==> config.mk <==
export PLATFORM = sky130hd
export DESIGN_NAME = cpu_bus_memory
export DESIGN_NICKNAME = d
export VERILOG_FILES = /design/src/rtl/cpu_bus_memory.sv
export SDC_FILE = /design/constraint.sdc
export NUM_CORES = 1
export LEC_CHECK = 0
export CORE_UTILIZATION = 40
export DETAILED_ROUTE_END_ITERATION = 10
export DONT_BUFFER_PORTS = 1
export GPL_TIMING_DRIVEN = 1
export PLACE_DENSITY = 0.64
export SYNTH_ARGS = -nofsm -noshare
export SYNTH_HDL_FRONTEND = slang
export SYNTH_SLANG_ARGS = --single-unit
==> constraint.sdc <==
create_clock -name clk -period 4.2 [get_ports clk]
set_clock_uncertainty 0.1 [all_clocks]
set_input_delay 0.63 -clock clk [delete_from_list [all_inputs] [get_ports clk]]
set_output_delay 0.63 -clock clk [all_outputs]
set_load 0.1 [all_outputs]
==> src/rtl/cpu_bus_memory.sv <==
// cpu_bus_memory: byte-wide data/program memory on the CPU's shared address/data bus.
//
// The CPU drives an address on bus_in with mem_read (data returned combinationally on rdata)
// or mem_write (the data byte follows on bus_in in the next cycle). A host-side byte-stream
// loader fills memory from address 0 while holding the CPU via cpu_hold.
//
// Ports:
//   clk, rst_n            clock, synchronous active-low reset
//   bus_in                CPU shared bus (address phase or write-data phase)
//   mem_read, mem_write   CPU strobes
//   rdata                 combinational read data (0 when not reading or while loading)
//   ld_start              restart the loader at address 0
//   ld_valid/ld_data      loader byte stream, ld_last marks the final byte
//   ld_ready              loader may transfer (high in the load state)
//   ld_done               one-cycle pulse after the final loader byte
//   cpu_hold              holds the CPU while loading
//   proto_err             sticky bus-protocol error, cleared only by reset
//
// Optional feature: define CPU_BUS_MEMORY_WRPROT_EN to add parameter PROT_TOP; CPU writes to
// addresses <= PROT_TOP are then suppressed and flag proto_err. Loader writes are unaffected.

module cpu_bus_memory #(
  parameter int unsigned ADDR_W = 5
`ifdef CPU_BUS_MEMORY_WRPROT_EN
  ,
  parameter int unsigned PROT_TOP = 15
`endif
) (
  input  logic       clk,
  input  logic       rst_n,
  input  logic [7:0] bus_in,
  input  logic       mem_read,
  input  logic       mem_write,
  output logic [7:0] rdata,
  input  logic       ld_start,
  input  logic       ld_valid,
  input  logic [7:0] ld_data,
  input  logic       ld_last,
  output logic       ld_ready,
  output logic       ld_done,
  output logic       cpu_hold,
  output logic       proto_err
);

  localparam int unsigned Depth = 2 ** ADDR_W;

  typedef enum logic [1:0] {StIdle, StWdata, StLoad} state_e;

  state_e            state_q, state_d;
  logic [ADDR_W-1:0] waddr_q, waddr_d;
  logic [ADDR_W-1:0] ld_ptr_q, ld_ptr_d;
  logic              ld_done_q, ld_done_d;
  logic              proto_err_q, proto_err_d;
  logic [7:0]        mem_q [Depth];

  // Single write port shared by the CPU data phase and the loader.
  logic              mem_we;
  logic [ADDR_W-1:0] mem_wa;
  logic [7:0]        mem_wd;

  always_comb begin
    state_d     = state_q;
    waddr_d     = waddr_q;
    ld_ptr_d    = ld_ptr_q;
    ld_done_d   = 1'b0;
    proto_err_d = proto_err_q;
    mem_we      = 1'b0;
    mem_wa      = waddr_q;
    mem_wd      = bus_in;

    unique case (state_q)
      StIdle: begin
        if (ld_start) begin
          // Loader wins; a concurrent write address phase is dropped.
          state_d  = StLoad;
          ld_ptr_d = '0;
          if (mem_write) proto_err_d = 1'b1;
        end else if (mem_write) begin
          state_d = StWdata;
          waddr_d = bus_in[ADDR_W-1:0];
          if (mem_read) proto_err_d = 1'b1;
        end
      end

      StWdata: begin
        mem_we = 1'b1;
`ifdef CPU_BUS_MEMORY_WRPROT_EN
        if (32'(waddr_q) <= PROT_TOP) begin
          mem_we      = 1'b0;
          proto_err_d = 1'b1;
        end
`endif
        // A strobe here is a protocol violation, not a new address phase.
        if (mem_write) proto_err_d = 1'b1;
        if (ld_start) begin
          state_d  = StLoad;
          ld_ptr_d = '0;
        end else begin
          state_d = StIdle;
        end
      end

      StLoad: begin
        if (ld_start) begin
          ld_ptr_d = '0;
        end else if (ld_valid) begin
          mem_we   = 1'b1;
          mem_wa   = ld_ptr_q;
          mem_wd   = ld_data;
          ld_ptr_d = ld_ptr_q + 1'b1;
          if (ld_last || (ld_ptr_q == {ADDR_W{1'b1}})) begin
            ld_done_d = 1'b1;
            state_d   = StIdle;
          end
        end
      end

      default: state_d = StIdle;
    endcase
  end

  always_ff @(posedge clk) begin
    if (!rst_n) begin
      state_q     <= StIdle;
      waddr_q     <= '0;
      ld_ptr_q    <= '0;
      ld_done_q   <= 1'b0;
      proto_err_q <= 1'b0;
      for (int i = 0; i < Depth; i++) mem_q[i] <= 8'h00;
    end else begin
      state_q     <= state_d;
      waddr_q     <= waddr_d;
      ld_ptr_q    <= ld_ptr_d;
      ld_done_q   <= ld_done_d;
      proto_err_q <= proto_err_d;
      if (mem_we) mem_q[mem_wa] <= mem_wd;
    end
  end

  assign rdata     = (mem_read && (state_q != StLoad)) ? mem_q[bus_in[ADDR_W-1:0]] : 8'h00;
  assign ld_ready  = (state_q == StLoad);
  assign cpu_hold  = (state_q == StLoad);
  assign ld_done   = ld_done_q;
  assign proto_err = proto_err_q;

endmodule

==> results of run 1 <==
## report_power, final
part / switching, W / internal (W)
logic: 0.000354 / 0.000181
clock network: 0.00103 / 0.00144
registers: 0.0000412 / 0.00303
total: 0.00142 / 0.00465
## routing by layer
layer	part of all wire, %	wire [um]	track usage, %
met3	9.4	2966	3.667
met4	2.1	663	4.966
met2	46	14370	29.56
met1	43	13560	29.21
met5	0	0	0
## metrics by stage
step | hold slack, ps | instances | area (um2)
floorplan | 343.1 | 910 | 12640
global placement | 357.1 | 1261 | 13280
detailed placement | 359.1 | 1261 | 13280
CTS | 83.90 | 1315 | 14190
global route | 78.64 | 1315 | 14190
finish | 102.7 | 1315 | 14190
## final cells by class
type | count | area (um2) | share of cell area, %
tap | 396 | 495.5 | 3.492
clock buffer | 34 | 744.5 | 5.247
sequential | 270 | 7968 | 56.16
multi-input combinational | 521 | 4278 | 30.15
inverter | 5 | 18.77 | 0.1323
clock inverter | 20 | 165.2 | 1.164
timing repair buffer | 69 | 518.0 | 3.651
## kinds of logic (layout without fill, tap and decap cells)
| kind of cell | after synthesis | after routing | share of synthesized area (%) |
|---|---|---|---|
| simple gates | 314 | 314 | 13.11 |
| flops | 270 | 270 | 63.19 |
| buf+inv | 119 | 128 | 4.158 |
| mux | 104 | 104 | 13.84 |
| compound gates | 96 | 96 | 5.011 |
| fa+ha+maj | 7 | 7 | 0.6946 |
## Yosys cell counts, drive strengths merged (2+ instances only)
cell type and n:
o21ai 44, inv 5, a21boi 11, ha 7
nor3 256, dfxtp 14, clkbuf 65, or4b 2
a221oi 6, nand4 8, mux2i 45, nand2 13
nand3b 2, nor2 8, mux2 3, a221o 8
a21oi 4, a31oi 9, mux4 56, o2111ai 2
buf 49, o31ai 2, nand3 5, a22oi 8
nor2b 5, edfxtp 256, or4 3, nand2b 7
## worst max-delay path by stage
stage / startpoint / end / slack [ps] / cells after the start
detailed placement: state_q[0] / mem_q[15][3] / 670 / 7
global placement: state_q[0] / mem_q[27][6] / 840 / 7
CTS: state_q[0] / mem_q[15][5] / 640 / 7
floorplan: bus_in[2] / rdata[7] / 50 / 6
global route: state_q[0] / mem_q[15][5] / 410 / 7
finish: state_q[0] / mem_q[15][3] / 660 / 7
## flip-flops by register name (all words and copies together), names as in the netlist
register and cells:
state_q 2, waddr_q 5, ld_done 1, ld_ptr_q 5, mem_q 256, proto_err 1
## worst max-delay path: cells and delay by family (launching register included)
kind | cells | cell delay (ps)
DFF | 1 | 360
adders and majority gates | 1 | 260
buffers and inverters | 2 | 540
and+or+nand+nor | 2 | 640
AOI/OAI and AO/OA | 1 | 1000
muxes | 1 | 240
==> flow_summary.yaml, run 1 <==
run_status:
  status: "finished, violations left"
  violations: "design-rule violations"
yosys:
  yosysTopAreaCellShare_pct: 60.96
  syn_area_um2: 12610
  synth.avg_cell_area_um2: 13.86
  yosys_most_used_dff: "edfxtp_1"
  synthTopCellsByArea: "edfxtp_1 (61%), nor3_1 (10%), mux4_2 (10%)"
  yosysWarnings: 0
  synth-edff-count: 256
  yosysUniqueCellTypes: 40
  syn_nets: 940
  netlist_instances: 910
  ys_seq_area_share_pct: 63.19
  async_reset_ff_share_pct: 0
  yosys.area.top_type: "edfxtp_1"
  ys_seq_elements: 270
worst_setup_path:
  path_class: "reg -> reg"
  start_kind: "flop"
  rr_worst_depth: 7
  regToRegSetupSlack_ps: 660
  slowest_delay_ps: 1000
  cp-end-kind: "flop"
  path_cells: "inv_1 > ha_1 > nand3b_1 > buf_4 > mux2i_1 > or2_2 > o21ai_0"
  reg2reg_to: "mem_q[15][3]"
  reg2reg_from: "state_q[0]"
  critPathSlowestCell: "o21ai_0"
  crit_fanout: 25
  arrival_ps: 3600
  critPathRequiredTime_ps: 4260
cts:
  root_buffer: "clkbuf_16"
  post_cts_buffers: 0
  clkTransAtPathRegs_ps: 60
  tritoncts: "yes"
  cts-resized-gates: 0
  clkLatencyLatePin_ps: 550
  clockBufferDepth: 3
  hold_buffers: 0
  cts.sinks: 270
  cts_max_level: 1
  cts_made_buffers: 29
sta:
  fin_tns_setup_ps: 0
  tightest_slew_ps: 1188
  fin_ws_ps: 659.5
  finalCritPeriodShare_pct: 84.30
  slew_headroom_pct: 19.96
  hold_viol_final: 0
  grt_setup_unrepaired: "false"
  slew_violations: 0
  setup_viol: 0
  timing.final.crit_period_ps: 3541
  max_freq_mhz: 282.4
global_routing:
  grt_max_degree: 75
  grt.total_usage_pct: 19.62
  overflow: 0
  antenna_found_initial: 0
  grt_pass1_vias: 7701
  grt_pass1_wl_mm: 48.22
place:
  gp_congestion: 0.7882
  port_buffers: 0
  place_ws_ps: 674.1
  dp_hpwl_mm: 19.32
power:
  vdd_drop_max_v: 0.0003180
  p_total_w: 0.006072
  power_density_nw_per_um2: 428.0
  leakagePower_nw: 4.593
floorplanning:
  initial_core_util_pct: 40.90
  core_area_um2: 30830
  rows: 64
  io_pins: 35
  fp.dieW_um: 179.6
  chipHeight_um: 179.6
  die_area_um2: 32240
worst_hold_path:
  hold_end: "proto_err"
  worst_hold_path_type: "in -> reg"
  hold_depth: 1
  hp-start: "rst_n"
route:
  drt-initial-drc-count: 896
  ant_nets: 0
  wl_per_cell_um: 24.00
  drt-vias-per-instance: 6.086
  vias: 8003
  drt_pre_antenna_iters: 10
  drc: 4
  drt_wl_total_mm: 31.56
layout:
  fillers: 2661
  diodes: 0
  drive_gt1_share_pct: 21.65
  area_growth_pct: 12.51
  post-route-util_pct: 46.02
  final_cell_mix: "nor3_1 (256), edfxtp_1 (256), buf_4 (69)"
  finalNetCount: 926
flow_run:
  cap_violations: 0
Note: power is estimated with default switching activity, not from simulation.
==> inputs of run 2 (changes only) <==
--- a/config.mk
+++ b/config.mk
@@ -9,7 +9,7 @@
 export DETAILED_ROUTE_END_ITERATION = 10
 export DONT_BUFFER_PORTS = 1
 export GPL_TIMING_DRIVEN = 1
-export PLACE_DENSITY = 0.64
+export PLACE_DENSITY = 0.66
 export SYNTH_ARGS = -nofsm -noshare
 export SYNTH_HDL_FRONTEND = slang
 export SYNTH_SLANG_ARGS = --single-unit
==> constraint.sdc (replaced) <==
create_clock -name clk -period 3.2 [get_ports clk]
set_clock_uncertainty 0.1 [all_clocks]
set_input_delay 0.48 -clock clk [delete_from_list [all_inputs] [get_ports clk]]
set_output_delay 0.48 -clock clk [all_outputs]
set_load 0.1 [all_outputs]
==> run 2 against run 1 <==
The run still ends with design-rule violations left. Critical path type is now reg -> out. Clock power up 23%. Combinational power up 38%. Largest power group unchanged. Register-to-register slack worse by 480 ps. First-iteration DRC count down 23%. Clock-buffer cell count up 4. Wire length down 0.72%. Cell area up 1.7%. Utilization up 0.80 points.
==> flow_summary.yaml, run 2 (synthesis gave the netlist of run 1 again) <==
run_status:
  status: "finished, violations left"
  violations: "design-rule violations"
floorplanning:
  initial_core_util_pct: 40.90
  fp.dieW_um: 179.6
  die_area_um2: 32240
  core_area_um2: 30830
  io_pins: 35
  chipHeight_um: 179.6
  rows: 64
global_routing:
  use_met1_pct: 27.35
  grt_pass1_wl_mm: 48.86
  grt.total_usage_pct: 19.73
  grt_pass1_vias: 8106
  overflow: 0
  busiest_layer: "met2"
  gr-usage-met3_pct: 3.221
  grt_max_degree: 75
  antenna_found_initial: 1
  met2_usage_pct: 31.66
cts:
  cts_max_level: 1
  clockBufferDepth: 3
  clkTransAtPathRegs_ps: 60
  tritoncts: "yes"
  cts_made_buffers: 28
  cts.sinks: 270
  root_buffer: "clkbuf_16"
  clkLatencyLatePin_ps: 550
layout:
  largest_register: "mem_q"
  largest_register_ffs: 256
  stdcell_count: 1343
  area_growth_pct: 14.48
  post-route-util_pct: 46.82
  fin_area_um2: 14440
  final_cell_mix: "nor3_1 (256), edfxtp_1 (256), buf_4 (91)"
  seq_area_um2: 7968
  finalNetCount: 955
  fillers: 2667
  drive_gt1_share_pct: 24.08
  multi_input_area_um2: 4315
  diodes: 0
  largestRegisters: "mem_q x256, ld_ptr_q x5, waddr_q x5"
sta:
  slew_headroom_pct: 34.85
  max_freq_mhz: 329.7
  finalCritPeriodShare_pct: 94.77
  fin_tns_setup_ps: 0
  grt_setup_unrepaired: "false"
  setup_viol: 0
  tightest_slew_ps: 975.9
  hold_viol_final: 0
  slew_violations: 0
  timing.final.crit_period_ps: 3033
power:
  power_density_nw_per_um2: 539.6
  leakagePower_nw: 4.711
  p_sw_w: 0.001891
  switching_share_pct: 24.28
  vdd_drop_max_v: 0.0005243
  clock_power_share_pct: 38.9
  seqPwrFrac_pct: 51.6
  comb_power_share_pct: 9.4
  internal_power_w: 0.005898
worst_setup_path:
  critPathSlowestCell: "a221o_1"
  slowest_delay_ps: 400
  regToRegSetupSlack_ps: 180
  start_kind: "flop"
  critPathRequiredTime_ps: 2620
  path_cells: "inv_1 > ha_1 > nand2b_2 > a221o_1 > a31oi_4 > buf_4"
  crit_fanout: 8
  cp-end-kind: "primary output"
  path_class: "reg -> out"
  arrival_ps: 2450
route:
  ant_nets: 0
  drt-initial-drc-count: 688
  wl_per_cell_um: 23.33
  drt_pre_antenna_iters: 9
  drc: 2
  vias: 8064
  drt-vias-per-instance: 6.004
  drt_wl_total_mm: 31.33
place:
  port_buffers: 0
  dpl_cell_area_um2: 13540
  dp_hpwl_mm: 19.38
  dp_cells: 1286
  gp_congestion: 0.8001
flow_run:
  cap_violations: 0
worst_hold_path:
  worst_hold_path_type: "in -> reg"
run 2: cell types whose count changed in the layout (fill, tap and decap cells not counted), moves of 2 or more:
| cell | change |
|---|---|
| clkbuf_1 | +3 |
| clkinv_2 | +2 |
| clkinvlp_4 | +2 |
| bufinv_16 | -3 |
| a31oi_4 | +4 |
| clkbuf_8 | +2 |
| clkinv_1 | -8 |
| buf_4 | +22 |
| a31oi_2 | -4 |
| dlygate4sd3_1 | +5 |
| buf_12 | +3 |
run 2: worst max-delay path, delay by kind of cell (launching register included):
kind / cells / cell delay (ps)
AOI/OAI and AO/OA: 2 / 570
buffers and inverters: 2 / 420
DFF: 1 / 360
and+or+nand+nor: 1 / 290
adders and majority gates: 1 / 260
run 2: path summary, 6_finish.rpt:
check,start,to,cells past startpoint
max reg2reg,state_q[0],mem_q[25][4],8
min,mem_write,waddr_q[4],2
max,state_q[0],rdata[6],6
min reg2reg,waddr_q[0],waddr_q[0],2
run 2: layout make-up:
type	instances	share of cell area, %
clock buffer	38	5.253
clock inverter	14	0.5981
inverter	5	0.1300
multi-input combinational	521	29.90
sequential	270	55.20
tap	396	3.432
timing repair buffer	99	5.495
run 2: layer usage:
layer | vias to the layer above | part of all wire, %
li1 | 3611 | -
met1 | 4090 | 42
met2 | 298 | 47
met3 | 65 | 7.5
met4 | 0 | 3.0
met5 | - | 0
run 2: timing repair:
action                                  in CTS  in global routing
hold buffers                                 5                  0
resized for setup                            0                  1
endpoints found under the hold margin       14                  0
endpoints found under the setup margin       0                  1
setup buffers                                0                  0
run 2: power groups by stage:
stage | registers, W | logic [W] | clock network [W]
final | 0.00402 | 0.000735 | 0.00303
after global routing | 0.00403 | 0.000773 | 0.00319
after CTS | 0.00402 | 0.000734 | 0.00305
after detailed placement | 0.00410 | 0.000724 | 0
after global placement | 0.00409 | 0.000718 | 0
after floorplan | 0.00408 | 0.000540 | 0
run 2: metrics by stage:
stage / worst slack [ps] / total power [W] / hold slack [ps]
4_1_cts: 79.15 / 0.007811 / 0.09731
6_report: 167.4 / 0.007789 / 7.638
2_1_floorplan: -67.48 / 0.004620 / 343.1
3_3_place_gp: 269.0 / 0.004810 / 357.4
5_1_grt: 44.30 / 0.007998 / 9.263
3_5_place_dp: 224.2 / 0.004822 / 359.7
==> inputs of run 3 (changes only) <==
--- a/config.mk
+++ b/config.mk
@@ -13,3 +13,4 @@
 export SYNTH_ARGS = -nofsm -noshare
 export SYNTH_HDL_FRONTEND = slang
 export SYNTH_SLANG_ARGS = --single-unit
+export TNS_END_PERCENT = 50
==> results of run 3 <==
The final DEF is identical to that of run 2; final timing and power are the same.
==> variant 1 (settings of run 2) <==
The option `CPU_BUS_MEMORY_WRPROT_EN` is turned on by a define.
--- a/src/rtl/cpu_bus_memory.sv
+++ b/src/rtl/cpu_bus_memory.sv
@@ -19,4 +19,6 @@
 // Optional feature: define CPU_BUS_MEMORY_WRPROT_EN to add parameter PROT_TOP; CPU writes to
 // addresses <= PROT_TOP are then suppressed and flag proto_err. Loader writes are unaffected.
+
+`define CPU_BUS_MEMORY_WRPROT_EN
 
 module cpu_bus_memory #(
Formal check against the unedited RTL: not equivalent (a bounded check fails within 4 cycles, from zero or initial values and one cycle with rst_n low).
==> variant 1 against run 2 <==
- synthesized area up 2.7%
- final cell count is 1.3% lower
- worst setup slack improved by 0.076 ns
- fmax up 2.6%
- count of clock-buffer cells in the layout down 6
- sequential cell count unchanged
- die area increased by 2.7%
- combinational power is 4.4% higher
- wire length rose by 0.41%
- cell area increased by 1.7%
- non-clock buffer count shrank 13
- power is 4.7% higher
- largest cell class unchanged
- largest power group unchanged
- highest routed layer unchanged
==> variant 1: results (changes against run 2) <==
INFO  metric run_status = completed
INFO  metric clock_insertion_delay_worst_skew = 0.52 ns (-0.03 ns)
INFO  metric maximum_net_fanout_on_the_critical_path = 21 (+13)
INFO  metric postSynthAreaPerCell = 14.4 um2 (+4.2%)
INFO  metric critical-path-slowest-cell = sky130_fd_sc_hd__o21ai_0
INFO  metric crit_arrival = 3.10 ns (+0.65 ns)
INFO  metric gp_congestion = 0.787 (-1.6%)
INFO  metric worst_setup_hold_path_clk_slew = 0.07 ns
INFO  metric layout.filler_cells = 2743 (+2.8%)
INFO  metric syn_nets = 926 (-1.5%)
INFO  metric synth_commonest_cells = sky130_fd_sc_hd__edfxtp_1 (256), sky130_fd_sc_hd__nor3_1 (237), sky130_fd_sc_hd__mux4_2 (64)
INFO  metric timing.max_slew.rel_slack = 35.8% (+0.92 points)
INFO  metric synth.area.top_cells = sky130_fd_sc_hd__edfxtp_1 (59%), sky130_fd_sc_hd__mux4_2 (11%), sky130_fd_sc_hd__nor3_1 (9.2%), sky130_fd_sc_hd__mux2i_1 (2.3%), sky130_fd_sc_hd__dfxtp_1 (2.2%)
INFO  metric detailroute.via_count = 7955 (-1.4%)
INFO  metric antenna_found_initial = 0 (-1)
INFO  metric first_drt_pass_iteration_count = 5 (-4)
INFO  metric layout-drive-gt1-share = 26.8% (+2.8 points)
INFO  metric post_synth_fa_ha_maj_area_fraction = 0.580% (-0.11 points)
INFO  metric post-dp-hpwl = 19.2 mm (-0.67%)
INFO  metric ir_drop = 0.372 mV (-29%)
INFO  metric grt_max_degree = 72 (-4.0%)
INFO  metric placed_cells = 1274 (-0.93%)
INFO  metric synth_compound_area_share = 3.91% (-1.1 points)
INFO  metric postRouteWirelength = 31.5 mm (+0.41%)
INFO  metric num_antenna_cells = 0 (unchanged)
INFO  metric count_of_different_cell_masters_after_synthesis = 44 (+10%)
INFO  metric post_drt_via_cell_ratio = 6.00 (about the same)
INFO  metric power.static_leakage = 4.69 nW (-0.42%)
INFO  metric dpl_cell_area = 13700 um2 (+1.3%)
INFO  metric drt_iter0_markers = 837 (+22%)
INFO  metric critical_path.max_stage_delay = 0.47 ns (+0.07 ns)
[variant 1: path summary, 6_finish.rpt]
check	from	cells past startpoint	endpoint	slack [ns]
min	rst_n	1	ld_done	0.02
min reg2reg	waddr_q[0]	2	waddr_q[0]	0.40
max reg2reg	state_q[0]	8	mem_q[10][2]	0.24
max	state_q[0]	8	mem_q[10][2]	0.24
[variant 1: cell type report]
class | instances | area (um2) | share of cell area, %
timing repair buffer | 86 | 778 | 5.30
clock inverter | 17 | 240 | 1.64
inverter | 4 | 15.0 | 0.102
tap | 402 | 503 | 3.43
multi-input combinational | 515 | 4480 | 30.5
sequential | 270 | 7970 | 54.3
clock buffer | 32 | 694 | 4.73
[variant 1: report_power, final]
| group | leakage, nW | internal [mW] | total [mW] | switching (mW) |
|---|---|---|---|---|
| clock | 0.452 | 2.03 | 3.36 | 1.33 |
| combinational | 1.48 | 0.291 | 0.767 | 0.476 |
| sequential | 2.76 | 3.97 | 4.02 | 0.0546 |
[variant 1: logic make-up (layout without fill, tap and decap cells)]
group | count (synthesis) | count (layout)
multiplexers | 106 | 106
AO/OA/AOI/OAI | 82 | 82
buffers and inverters | 112 | 139
flip-flops | 270 | 270
AND/OR/NAND/NOR | 321 | 321
adder cells (fa/ha/maj) | 6 | 6
[variant 1: per-layer routing]
layer	routed length (um)	share of wire (%)	GRT usage, %	vias up
met5	0	0	0	-
met4	730	2.3	5.45	0
met3	2420	7.7	2.97	45
met2	15500	49	32.2	288
met1	12800	41	26.4	4069
li1	-	-	-	3553
[variant 1: what timing repair did]
item	CTS	global route
endpoints found under the setup margin	0	0
hold buffers	3	0
endpoints found under the hold margin	8	0
[variant 1: worst reg2reg max path, delay by kind of cell (launching register included)]
family	cells	cell delay (ns)
compound gates	1	0.47
fa+ha+maj	1	0.21
buf+inv	3	0.57
flops	1	0.37
simple gates	2	0.51
mux	1	0.44
==> variant 2 (flow settings as in run 2) <==
Without the edit above. Re-encode `state_e` (3 states) as one-hot, 3 bits wide.
--- a/src/rtl/cpu_bus_memory.sv
+++ b/src/rtl/cpu_bus_memory.sv
@@ -45,5 +45,5 @@
   localparam int unsigned Depth = 2 ** ADDR_W;
 
-  typedef enum logic [1:0] {StIdle, StWdata, StLoad} state_e;
+  typedef enum logic [2:0] {StIdle = 3'b001, StWdata = 3'b010, StLoad = 3'b100} state_e;
 
   state_e            state_q, state_d;
Behaviour: no difference found for any inputs over 4 cycles, from zero or initial values and one cycle with rst_n low; so few cycles prove little.
==> variant 2 against run 2 <==
- synthesized cell count grew 0.99%
- largest cell class unchanged
- wire length grew 1.2%
- critical endpoint is now rdata[5]
- core utilization is essentially flat
- synthesized area grew 1.9%
- sequential share of layout area shrank 1.2 points
- register-to-register slack gained 0.02 ns
- non-clock buffer count grew 3
- power grew 4.3%
- worst setup slack lost 0.035 ns
- hold slack gained 0.012 ns
- cell area grew 2.5%
- sequential cell count grew 1
==> variant 2: results (changes against run 2) <==
INFO  metric count_of_different_cell_masters_after_synthesis = 51 (+28%)
INFO  metric critical-path-slowest-cell = sky130_fd_sc_hd__mux4_2
INFO  metric synth-seq-area-share = 62.2% (-1.0 points)
INFO  metric cts-hold-fix-buffers = 4 (-1)
INFO  metric drt_iter0_markers = 771 (+12%)
INFO  metric post_drt_via_cell_ratio = 5.97 (-0.65%)
INFO  metric r2r_slack = 0.20 ns (+0.02 ns)
INFO  metric layout-drive-gt1-share = 26.5% (+2.4 points)
INFO  metric layout.filler_cells = 2740 (+2.7%)
INFO  metric critical_path.max_stage_delay = 0.48 ns (+0.08 ns)
INFO  metric timing.hold.worst.class = in -> reg
INFO  metric placed_cells = 1307 (+1.6%)
INFO  metric post-dp-hpwl = 19.6 mm (+1.0%)
INFO  metric num-nets-final = 965 (+1.0%)
INFO  metric ir_drop = 0.383 mV (-27%)
INFO  metric grtUsageTotal = 19.7% (about the same)
INFO  metric power.static_leakage = 4.73 nW (+0.46%)
INFO  metric syn_nets = 944 (+0.43%)
INFO  metric grt_max_degree = 67 (-11%)
INFO  metric cts_made_buffers = 29 (+3.6%)
INFO  metric maximum_net_fanout_on_the_critical_path = 1 (-7)
INFO  metric h-tree-depth = 1 (unchanged)
INFO  metric first_drt_pass_iteration_count = 5 (-4)
INFO  metric dpl_cell_area = 13800 um2 (+2.0%)
INFO  metric asyncSetResetFlopFracSynth = 0% (unchanged)
INFO  metric post_drt_wl_per_cell = 23.3 um (-0.24%)
INFO  metric ctsLongestPathBuffers = 3 (unchanged)
INFO  metric crit_arrival = 2.49 ns (+0.04 ns)
INFO  metric final_hold_vios = 0 (unchanged)
INFO  metric number_of_global_route_vias_before_repair = 8349 (+3.0%)
INFO  metric timing.max_slew.rel_slack = 29.2% (-5.6 points)
INFO  metric clock_insertion_delay_worst_skew = 0.55 ns (about the same)
INFO  metric run_status = completed
INFO  metric drv.max_cap_violation_count = 0 (unchanged)
INFO  metric synth_cells = 919 (+0.99%)
INFO  metric detailroute.via_count = 8125 (+0.76%)
INFO  metric cts_setup_buffers = 0 (unchanged)
INFO  metric critical-path-top-delay-family = multiplexers
INFO  metric gp_congestion = 0.803 (+0.35%)
INFO  metric synth.area.top_cells = sky130_fd_sc_hd__edfxtp_1 (60%), sky130_fd_sc_hd__mux4_2 (11%), sky130_fd_sc_hd__nor3_1 (9.9%), sky130_fd_sc_hd__dfxtp_1 (2.3%), sky130_fd_sc_hd__mux2i_1 (2.2%)
INFO  metric worst_setup_hold_path_clk_slew = 0.06 ns (about the same)
INFO  metric antenna_found_initial = 1 (unchanged)
INFO  metric yosys_warnings = 0 (unchanged)
INFO  metric cts_repair_resize_count = 1 (+1)
INFO  metric synth_commonest_cells = sky130_fd_sc_hd__edfxtp_1 (256), sky130_fd_sc_hd__nor3_1 (255), sky130_fd_sc_hd__mux4_2 (64)
INFO  metric grt_pass1_wl = 49.3 mm (+0.93%)
variant 2: cell types whose count changed in the layout (fill, tap and decap cells not counted), moves of 10 or more:
cell                       delta
sky130_fd_sc_hd__a21oi_1     +10
sky130_fd_sc_hd__nor2_1      +15
sky130_fd_sc_hd__a21boi_0    -11
sky130_fd_sc_hd__mux2i_1     -17
variant 2: path summary, 6_finish.rpt:
kind / start / to / cells past startpoint
setup reg to reg: state_q[2] / mem_q[6][6] / 4
hold reg to reg: ld_ptr_q[1] / ld_ptr_q[1] / 2
setup / recovery: mem_q[12][5] / rdata[5] / 5
hold / removal: rst_n / state_q[2] / 2
variant 2: logic make-up (layout without fill, tap and decap cells):
kind of cell | Yosys count | count (layout) | share of synthesized area (%)
compound gates | 92 | 92 | 4.77
xor+xnor | 2 | 2 | 0.136
mux | 100 | 100 | 14.1
other cells | 0 | 1 | 0
simple gates | 333 | 333 | 13.7
flops | 271 | 271 | 62.2
fa+ha+maj | 2 | 2 | 0.195
buf+inv | 119 | 159 | 4.96
variant 2: stage by stage:
stage / power (mW) / hold slack (ns) / setup slack (ns) / utilization (%)
floorplan: 4.69 / 0.399 / -0.0551 / -
global placement: 4.89 / 0.447 / 0.253 / 43.7
detailed placement: 4.90 / 0.446 / 0.111 / 43.7
CTS: 8.15 / 0.000158 / 0.00638 / 46.8
global route: 8.34 / 0.0282 / 0.0303 / 46.9
finish: 8.12 / 0.0201 / 0.132 / 46.9
variant 2: routing by layer:
metal | part of all wire (%) | up-vias | routed length (um) | GRT usage (%)
met5 | 0 | - | 0 | 0
met4 | 1.8 | 0 | 575 | 4.71
met3 | 7.6 | 41 | 2400 | 3.81
met2 | 49 | 286 | 15500 | 32.4
met1 | 42 | 4145 | 13200 | 27.0
li1 | - | 3653 | - | -
variant 2: worst register-to-register path, cell delays in order (launching register included):
cell and delay, ns:
sky130_fd_sc_hd__dfxtp_1 0.43, sky130_fd_sc_hd__or3b_4 0.48, sky130_fd_sc_hd__nor2_4 0.36, sky130_fd_sc_hd__a31oi_2 0.33, sky130_fd_sc_hd__o21ai_1 0.91
variant 2: cell type report:
| cell class | instances | share of cell area (%) |
|---|---|---|
| Antenna cell | 1 | 0.0169 |
| Clock buffer | 42 | 5.44 |
| Clock inverter | 8 | 0.778 |
| Inverter | 7 | 0.186 |
| Multi-Input combinational cell | 529 | 30.3 |
| Sequential cell | 271 | 54.0 |
| Tap cell | 402 | 3.40 |
| Timing Repair Buffer | 102 | 5.88 |
variant 2: power by group:
part | internal, mW | switching [mW] | total, mW
Combinational | 0.304 | 0.487 | 0.791
Sequential | 3.99 | 0.0586 | 4.05
Clock | 1.97 | 1.32 | 3.28
